`src/rtl/enemy_hit_detector.sv`:
```
// Enemy edge-hit detector.
// Counts enemy/obstacle overlap pixels per sprite edge zone within a frame and
// reports the first edge to reach HIT_THRESHOLD as a one-cycle collision pulse.
// Optional build macro: ENEMY_HIT_CORNER_EN -- corner pixels (two zones) feed
// both edge counters; without it, corner pixels are ignored.
module enemy_hit_detector #(
    parameter int OBJECT_WIDTH_X = 32,
    parameter int OBJECT_HIGHT_Y = 32,
    parameter int EDGE_W         = 4,
    parameter int HIT_THRESHOLD  = 8
) (
    input  logic        clk,
    input  logic        resetN,
    input  logic        startOfFrame,
    input  logic        enemyDR,
    input  logic        obstacleDR,
    input  logic [10:0] offsetX,
    input  logic [10:0] offsetY,
    output logic        collision,
    output logic [3:0]  HitEdgeCode
);

    localparam logic [1:0] IDLE_ST   = 2'd0;
    localparam logic [1:0] ARMED_ST  = 2'd1;
    localparam logic [1:0] REPORT_ST = 2'd2;
    localparam logic [1:0] DONE_ST   = 2'd3;

    localparam logic [10:0] SIZE_X     = 11'(OBJECT_WIDTH_X);
    localparam logic [10:0] SIZE_Y     = 11'(OBJECT_HIGHT_Y);
    localparam logic [10:0] EDGE       = 11'(EDGE_W);
    localparam logic [10:0] RIGHT_LIM  = 11'(OBJECT_WIDTH_X - EDGE_W);
    localparam logic [10:0] BOTTOM_LIM = 11'(OBJECT_HIGHT_Y - EDGE_W);
    localparam logic [9:0]  CNT_MAX    = '1;
    localparam logic [9:0]  THRESH     = 10'(HIT_THRESHOLD);

    // Zone/counter bit positions match the HitEdgeCode encoding:
    // [3]=LEFT, [2]=TOP, [1]=RIGHT, [0]=BOTTOM.
    logic [1:0] state;
    logic [9:0] cnt [4];
    logic       in_sprite;
    logic [3:0] zone;
    logic [3:0] inc;
    logic [3:0] reached;
    logic [3:0] next_code;

    // Classify the current overlap pixel into edge zones.
    always_comb begin
        in_sprite = (offsetX < SIZE_X) && (offsetY < SIZE_Y);
        zone      = '0;
        if (enemyDR && obstacleDR && in_sprite) begin
            zone = {offsetX < EDGE, offsetY < EDGE,
                    offsetX >= RIGHT_LIM, offsetY >= BOTTOM_LIM};
        end
`ifdef ENEMY_HIT_CORNER_EN
        inc = zone;
`else
        inc = ($countones(zone) == 1) ? zone : '0;
`endif
    end

    // Threshold detection with fixed edge priority TOP > BOTTOM > LEFT > RIGHT.
    always_comb begin
        for (int unsigned i = 0; i < 4; i++) begin
            reached[i] = (cnt[i] >= THRESH);
        end
        next_code = '0;
        if (reached[2])      next_code = 4'b0100;
        else if (reached[0]) next_code = 4'b0001;
        else if (reached[3]) next_code = 4'b1000;
        else if (reached[1]) next_code = 4'b0010;
        collision = (state == REPORT_ST);
    end

    // Per-edge saturating counters; cleared on frame start, count only while armed.
    always_ff @(posedge clk or negedge resetN) begin
        if (!resetN) begin
            for (int unsigned i = 0; i < 4; i++) cnt[i] <= '0;
        end else if (startOfFrame) begin
            for (int unsigned i = 0; i < 4; i++) cnt[i] <= '0;
        end else if (state == ARMED_ST) begin
            for (int unsigned i = 0; i < 4; i++) begin
                if (inc[i] && (cnt[i] != CNT_MAX)) cnt[i] <= cnt[i] + 10'd1;
            end
        end
    end

    // Frame FSM: arm on frame start, report once per frame, then hold the code.
    always_ff @(posedge clk or negedge resetN) begin
        if (!resetN) begin
            state       <= IDLE_ST;
            HitEdgeCode <= '0;
        end else if (startOfFrame) begin
            state       <= ARMED_ST;
            HitEdgeCode <= '0;
        end else begin
            case (state)
                ARMED_ST: begin
                    if (|reached) begin
                        state       <= REPORT_ST;
                        HitEdgeCode <= next_code;
                    end
                end
                REPORT_ST: state <= DONE_ST;
                default:   state <= state;
            endcase
        end
    end

endmodule
```
`config.mk`:
```
export PLATFORM = sky130hd
export DESIGN_NAME = enemy_hit_detector
export DESIGN_NICKNAME = d
export VERILOG_FILES = /design/src/rtl/enemy_hit_detector.sv
export SDC_FILE = /design/constraint.sdc
export NUM_CORES = 1
export LEC_CHECK = 0
export CORE_MARGIN = 3
export CORE_UTILIZATION = 61
export CTS_CLUSTER_DIAMETER = 30
export DETAILED_ROUTE_END_ITERATION = 10
export PLACE_DENSITY_LB_ADDON = 0.05
export SLEW_MARGIN = 0
export SYNTH_ARGS = -nofsm -noshare
export SYNTH_HDL_FRONTEND = slang
export SYNTH_SLANG_ARGS = --single-unit
```
`constraint.sdc`:
```
create_clock -name clk -period 3.7 [get_ports clk]
set_input_delay 0.74 -clock clk [delete_from_list [all_inputs] [get_ports clk]]
set_output_delay 0.74 -clock clk [all_outputs]
set_load 0.005 [all_outputs]
```
; Word level (Yosys, flattened, before mapping)
; Cells that the tools add are included.
[classes]
add_sub_neg = 7
n_lt_le_gt_ge = 10
eq_ne = 8
n_mux = 18
n_reduce_logical = 21
[op_table]
columns = cell, n
row1 = 2-to-1 mux 40 bit, 2
row2 = "adder 10 x 1 -> 10 bit, second input constant", 4
row3 = "greater-or-equal comparator 10 x 4 -> 1 bit, second input constant", 4
row4 = 2-to-1 mux 10 bit, 4
row5 = "!= test 10 bit, second input constant", 4
row6 = 2-to-1 mux 4 bit, 8
row7 = "greater-or-equal comparator 11 x 5 -> 1 bit, second input constant", 2
row8 = "less-than comparator 11 x 3 -> 1 bit, second input constant", 2
row9 = "less-than comparator 11 x 6 -> 1 bit, second input constant", 2
row10 = AND reduction 2 bit, 6
row11 = nonzero test 2 bit, 6
row12 = logical AND 1 bit, 7
row13 = 2-to-1 mux 2 bit, 3
row14 = adder 1 x 1 -> 2 bit, 2
row15 = one-hot mux 2 bit (2 select lines), 1
row16 = OR reduction 4 bit, 1
row17 = adder 2 x 2 -> 3 bit, 1
row18 = "equality test 3 x 1 -> 1 bit, second input constant", 1
row19 = "!= test 3 x 2 -> 1 bit, second input constant", 1
row20 = nonzero test 3 bit, 1
row21 = "equality test 2 x 1 -> 1 bit, second input constant", 1
row22 = "equality test 2 bit, second input constant", 1
[totals]
regBits = 46
out_inout_bits = 5

; Depth between registers and ports, before layout
[depth]
word_depth = 12
mapped_depth = 15
mapped_depth_nobuf = 12

; Worst setup path before layout
; No wires, ideal clock.
[synth_path]
kind = input-to-reg
startpoint = in offsetX[10]
endpoint = reg cnt[37] (netlist bit)
setup_ps = 125
arrival_time_ps = 3936
path_slack_ps = -360
path_stages = 13
path_buffers = 1
path_cell_list = nor4b_2 -> nand4_2 -> buf_6 -> or2_2 -> fa_1 -> inv_1 -> ha_1 -> ha_1 -> nor2_1 -> nand3_1 -> nor4_1 -> and4_1 -> mux2_2
[synth_between]
elab_chain_cells = 11
[synth_lines]
columns = item, line_no
row1 = start: declaration, 17  ; input logic [10:0] offsetX,
row2 = less-than comparator 11 x 6 -> 1 bit, 48  ; in_sprite = (offsetX < SIZE_X) && (offsetY < SIZE_Y);
row3 = logical AND 1 bit, 48
row4 = logical AND 1 bit, 50  ; if (enemyDR && obstacleDR && in_sprite) begin
row5 = 2-to-1 mux 4 bit (*), 50
row6 = adder 1 x 1 -> 2 bit (implied by the code), 57  ; inc = ($countones(zone) == 1) ? zone : '0;
row7 = adder 2 x 2 -> 3 bit (implied by the code), 57
row8 = equality test 3 x 1 -> 1 bit, 57
row9 = 2-to-1 mux 4 bit (*), 57
row10 = logical AND 1 bit (*), 82  ; if (inc[i] && (cnt[i] != CNT_MAX)) cnt[i] <= cnt[i] + 10'd1;
row11 = nonzero test 2 bit (no source line) (*), n/a
row12 = AND reduction 2 bit (no source line) (*), n/a
row13 = end: declaration, 39  ; logic [9:0] cnt [4];
; Every way passes the cells marked *; elsewhere a longest branch is shown, timed or not.
; A chain may end at the register's enable or synchronous reset.

; Worst setup path after layout
[layout_path]
startpoint = in enemyDR
endpoint = reg cnt[5] (netlist bit)
[layout_between]
elab_chain_cells = 10
[layout_lines]
columns = item, line_no
row1 = start: declaration, 15  ; input logic enemyDR,
row2 = logical AND 1 bit (*) (2 in a row), 50
row3 = 2-to-1 mux 4 bit (*), 50
row4 = adder 1 x 1 -> 2 bit (implied by the code), 57
row5 = adder 2 x 2 -> 3 bit (implied by the code), 57
row6 = equality test 3 x 1 -> 1 bit, 57
row7 = 2-to-1 mux 4 bit (*), 57
row8 = logical AND 1 bit (*), 82
row9 = nonzero test 2 bit (no source line) (*), n/a
row10 = AND reduction 2 bit (no source line) (*), n/a
; Marked as above.

==> results.md <==
- Final Hold Vio Count: 0
- Worst setup SP type: input port
- Initial Util: a little under two thirds
- Status: finished, final reports clean
- Share of layout cells above drive strength 1: 20.9%
- Post-synth cell types: 44
- Clk_lat worst skew: around 310 ps
- Setup violations, final: 0
- Worst setup path class: input port to flip-flop
- Boundary Pins: 32
- Register area share after synthesis: 40.8%
- Kind of end point of the critical path: flip-flop
- Gr ovfl total: 0
- Worst-path cell chain: dlygate4sd2_1 > nor4b_4 > nand4_2 > or2_4 > fa_1 > inv_1 > ha_2 > ha_4 > nor2_4 > and3_2 > nand4_4 > or4_1 > a21oi_1
- First-pass GRT wire length: ~11 mm
- Slew Limit Headroom: 31.7%
- Largest net degree at the start of global routing: 56
- DR vias: 2486
- WL/cell: 15.0 um
- Pwr/cell area: 272 nW/um^2
- FF-to-FF Start: state[0]
- Top-area cell type share of the netlist area: about two fifths
- FMAX: 276 MHz
- Max-cap check violation count: 0
- Sequential share of power: 53.6%
- Max Transition Viols Final: 0
- Reg2reg path depth: 5
- Sum of negative setup slack: 0 ps
- CTS tree: yes
- CORE AREA: approximately 4400 um^2
- Area occupied by multi-input gates: 1650 um^2
- CP max stage delay: around 510 ps
- Number of global-route vias before repair: around 2400
- Synth-to-layout area growth: 22.0%
- Clock sinks: 46
- Drt drc: 0
- Clock Skew: 9.13 ps
- Maximum fanout count along the critical path: 13
- Drt pass-1 iters: 5
- #FFs+latches synth: 46
- Vias/cell: 6.05
- Post-route ant nets: 0
- Synth async-reset ratio: 100%
- CP Launch Point: enemyDR
- Detailed Place HPWL: 4.40 mm
- Clock Tree Root: clkbuf_8
- Comb pwr share: 6.2%
- Hold Path Depth: 2
- Ys Warns: 0
- CTS buffer count: 5
- Sw frac: 22.3%
- DRT iter0 DRCs: 163
- # nets final: 396
- Initial antenna violation count: 0
- CP required: a little under 4000 ps
- Htree depth: 2
- Top-count cell post-synth: dfrtp_1
- Synth area leader: dfrtp_1
- P_int: around 730 uW
- Hold slack: 521 ps
- Reg2Reg Setup Slack: 1390 ps
- Commonest cells post-synth: 46 x dfrtp_1, 38 x nor2_1, 20 x nand2_1
- Syn_nets: 350
- Crit path time final: roughly 3600 ps
- GP Congestion: just over 0.8
- FF/Latch Area: between 1000 and 1500 um^2
- Lkg Pwr: 1.49 nW
- I/O Buffers: 27
- Clk slew on worst S/H paths: around 90 ps
- R2r endpoint: cnt[5]
- Width of the die: about 74 um
- RSZ-0062 raised after global routing: yes
- Fill count: 312
- Worst VDD drop: 0.327 mV
- Drt total wl: 6.18 mm
- Critical path's slowest cell: or4_1
- Post CTS Setup Buffer Count: 0
- Syn_area_per_cell: around 9.1 um^2
- Cells after Synth: 312
- Switch Pwr: 209 uW
- Die Height: 74.0 um
- Hold Crit Start: state[1]
- Top post-synthesis cells by area: dfrtp_1 41%, nor2_1 5.1%, ha_1 4.4%, nand3_1 3.2%, mux2_2 3.2%
- Syn Std Cell Area: 2820 um^2
- Clk buf depth: 2
- Clock Power Share: approximately two fifths
- Critical Path AT: 3840 ps
- Rows: 24
- Tcrit/Tclk final: between 90 and 100%
- ANT cells: 0
- Hold Path Sink: state[0]
- Worst-margin pin slew: 1020 ps
- EDFF count, synth: 0
- Gr usage total: approximately 25%
- Class of the worst hold path: flip-flop to flip-flop
- Die area: 5480 um^2
- Ys flop type: dfrtp_1
==> how the worst max path moves through the flow <==
| stage | slack (ps) | cells past startpoint | end |
|---|---|---|---|
| 6_report | 80 | 13 | cnt[5] |
| 5_1_grt | -20 | 13 | cnt[5] |
| 4_1_cts | 7 | 13 | cnt[14] |
| 3_5_place_dp | -600 | 13 | cnt[5] |
| 3_3_place_gp | -560 | 13 | cnt[7] |
| 2_1_floorplan | -40 | 14 | cnt[7] |
==> layout by cell type (no fill, tap or decap), types with 3 or more instances in the layout <==
master	synthesis	final
dfrtp_1	46	46
nor2_1	38	36
buf_4	3	25
nand2_1	20	20
inv_1	17	17
nand3_1	18	16
o21ai_0	15	15
a21oi_1	15	14
or3_1	13	12
nand4_1	12	12
clkdlybuf4s50_1	0	11
nor2b_1	10	10
nor4_1	12	9
mux2_2	8	8
ha_1	10	8
xnor2_1	7	7
nor3_1	8	7
buf_2	2	7
and4_1	5	5
xor2_1	5	5
mux2i_1	5	5
or4_1	5	5
clkbuf_8	0	5
dlygate4sd2_1	0	4
o31ai_1	3	3
clkbuf_2	0	3
==> stage by stage <==
| stage | std cells | power, mW | setup WS (ps) | utilization (%) | area (um^2) |
|---|---|---|---|---|---|
| finish | 411 | 0.937 | 79.7 | 78.0 | 3440 |
| global route | 411 | 0.969 | -17.7 | 78.0 | 3440 |
| CTS | 411 | 0.944 | 7.10 | 77.5 | 3420 |
| detailed placement | 403 | 0.575 | -604 | 75.8 | 3340 |
| global placement | 403 | 0.574 | -558 | 75.8 | 3340 |
| floorplan | 312 | 0.530 | -41.4 | - | 2920 |
==> area by class of cell <==
| cell class | count | share of cell area [%] |
|---|---|---|
| clock buffers | 6 | 2.11 |
| clock inverters | 2 | 1.09 |
| inverters | 17 | 1.85 |
| multi-input cells | 236 | 47.9 |
| flip-flops and latches | 46 | 33.4 |
| well taps | 52 | 1.89 |
| repair buffers | 52 | 11.8 |
==> layer usage <==
layer	share of wire (%)	vias to the layer above	global-route usage (%)
li1	-	1215	-
met1	43	1232	30.1
met2	53	30	44.4
met3	2.4	9	4.46
met4	1.6	0	8.05
met5	0	-	0
==> state kept, by name, indices dropped and copies added (netlist names) <==
register / flops
HitEdgeCode: 4
cnt: 40
state: 2
==> power groups by stage <==
stage | Combinational, mW | Sequential, mW | Clock [mW]
global placement | 0.0617 | 0.512 | 0
floorplan | 0.0179 | 0.512 | 0
CTS | 0.0571 | 0.502 | 0.385
global route | 0.0638 | 0.502 | 0.403
detailed placement | 0.0626 | 0.512 | 0
finish | 0.0578 | 0.502 | 0.377
==> cells by family after synthesis <==
family	after synthesis	synth area share, %
adder cells (fa/ha/maj)	11	5.14
AO/OA/AOI/OAI	44	9.35
AND/OR/NAND/NOR	156	31.1
buffers and inverters	30	4.92
flip-flops	46	40.8
XOR/XNOR	12	3.72
multiplexers	13	4.96
==> critical path, delay by kind of cell <==
kind | cells | cell delay, ps
buf+inv | 2 | 240
compound gates | 1 | 170
simple gates | 7 | 1790
fa+ha+maj | 3 | 910
==> what timing repair did <==
action                     in CTS  in global routing
hold buffers                    0                  0
gates resized for setup        40                 11
pin swaps                      14                 11
hold endpoints to repair        0                  0
setup endpoints to repair      35                 17
Note: power is estimated with default switching activity, not from simulation.
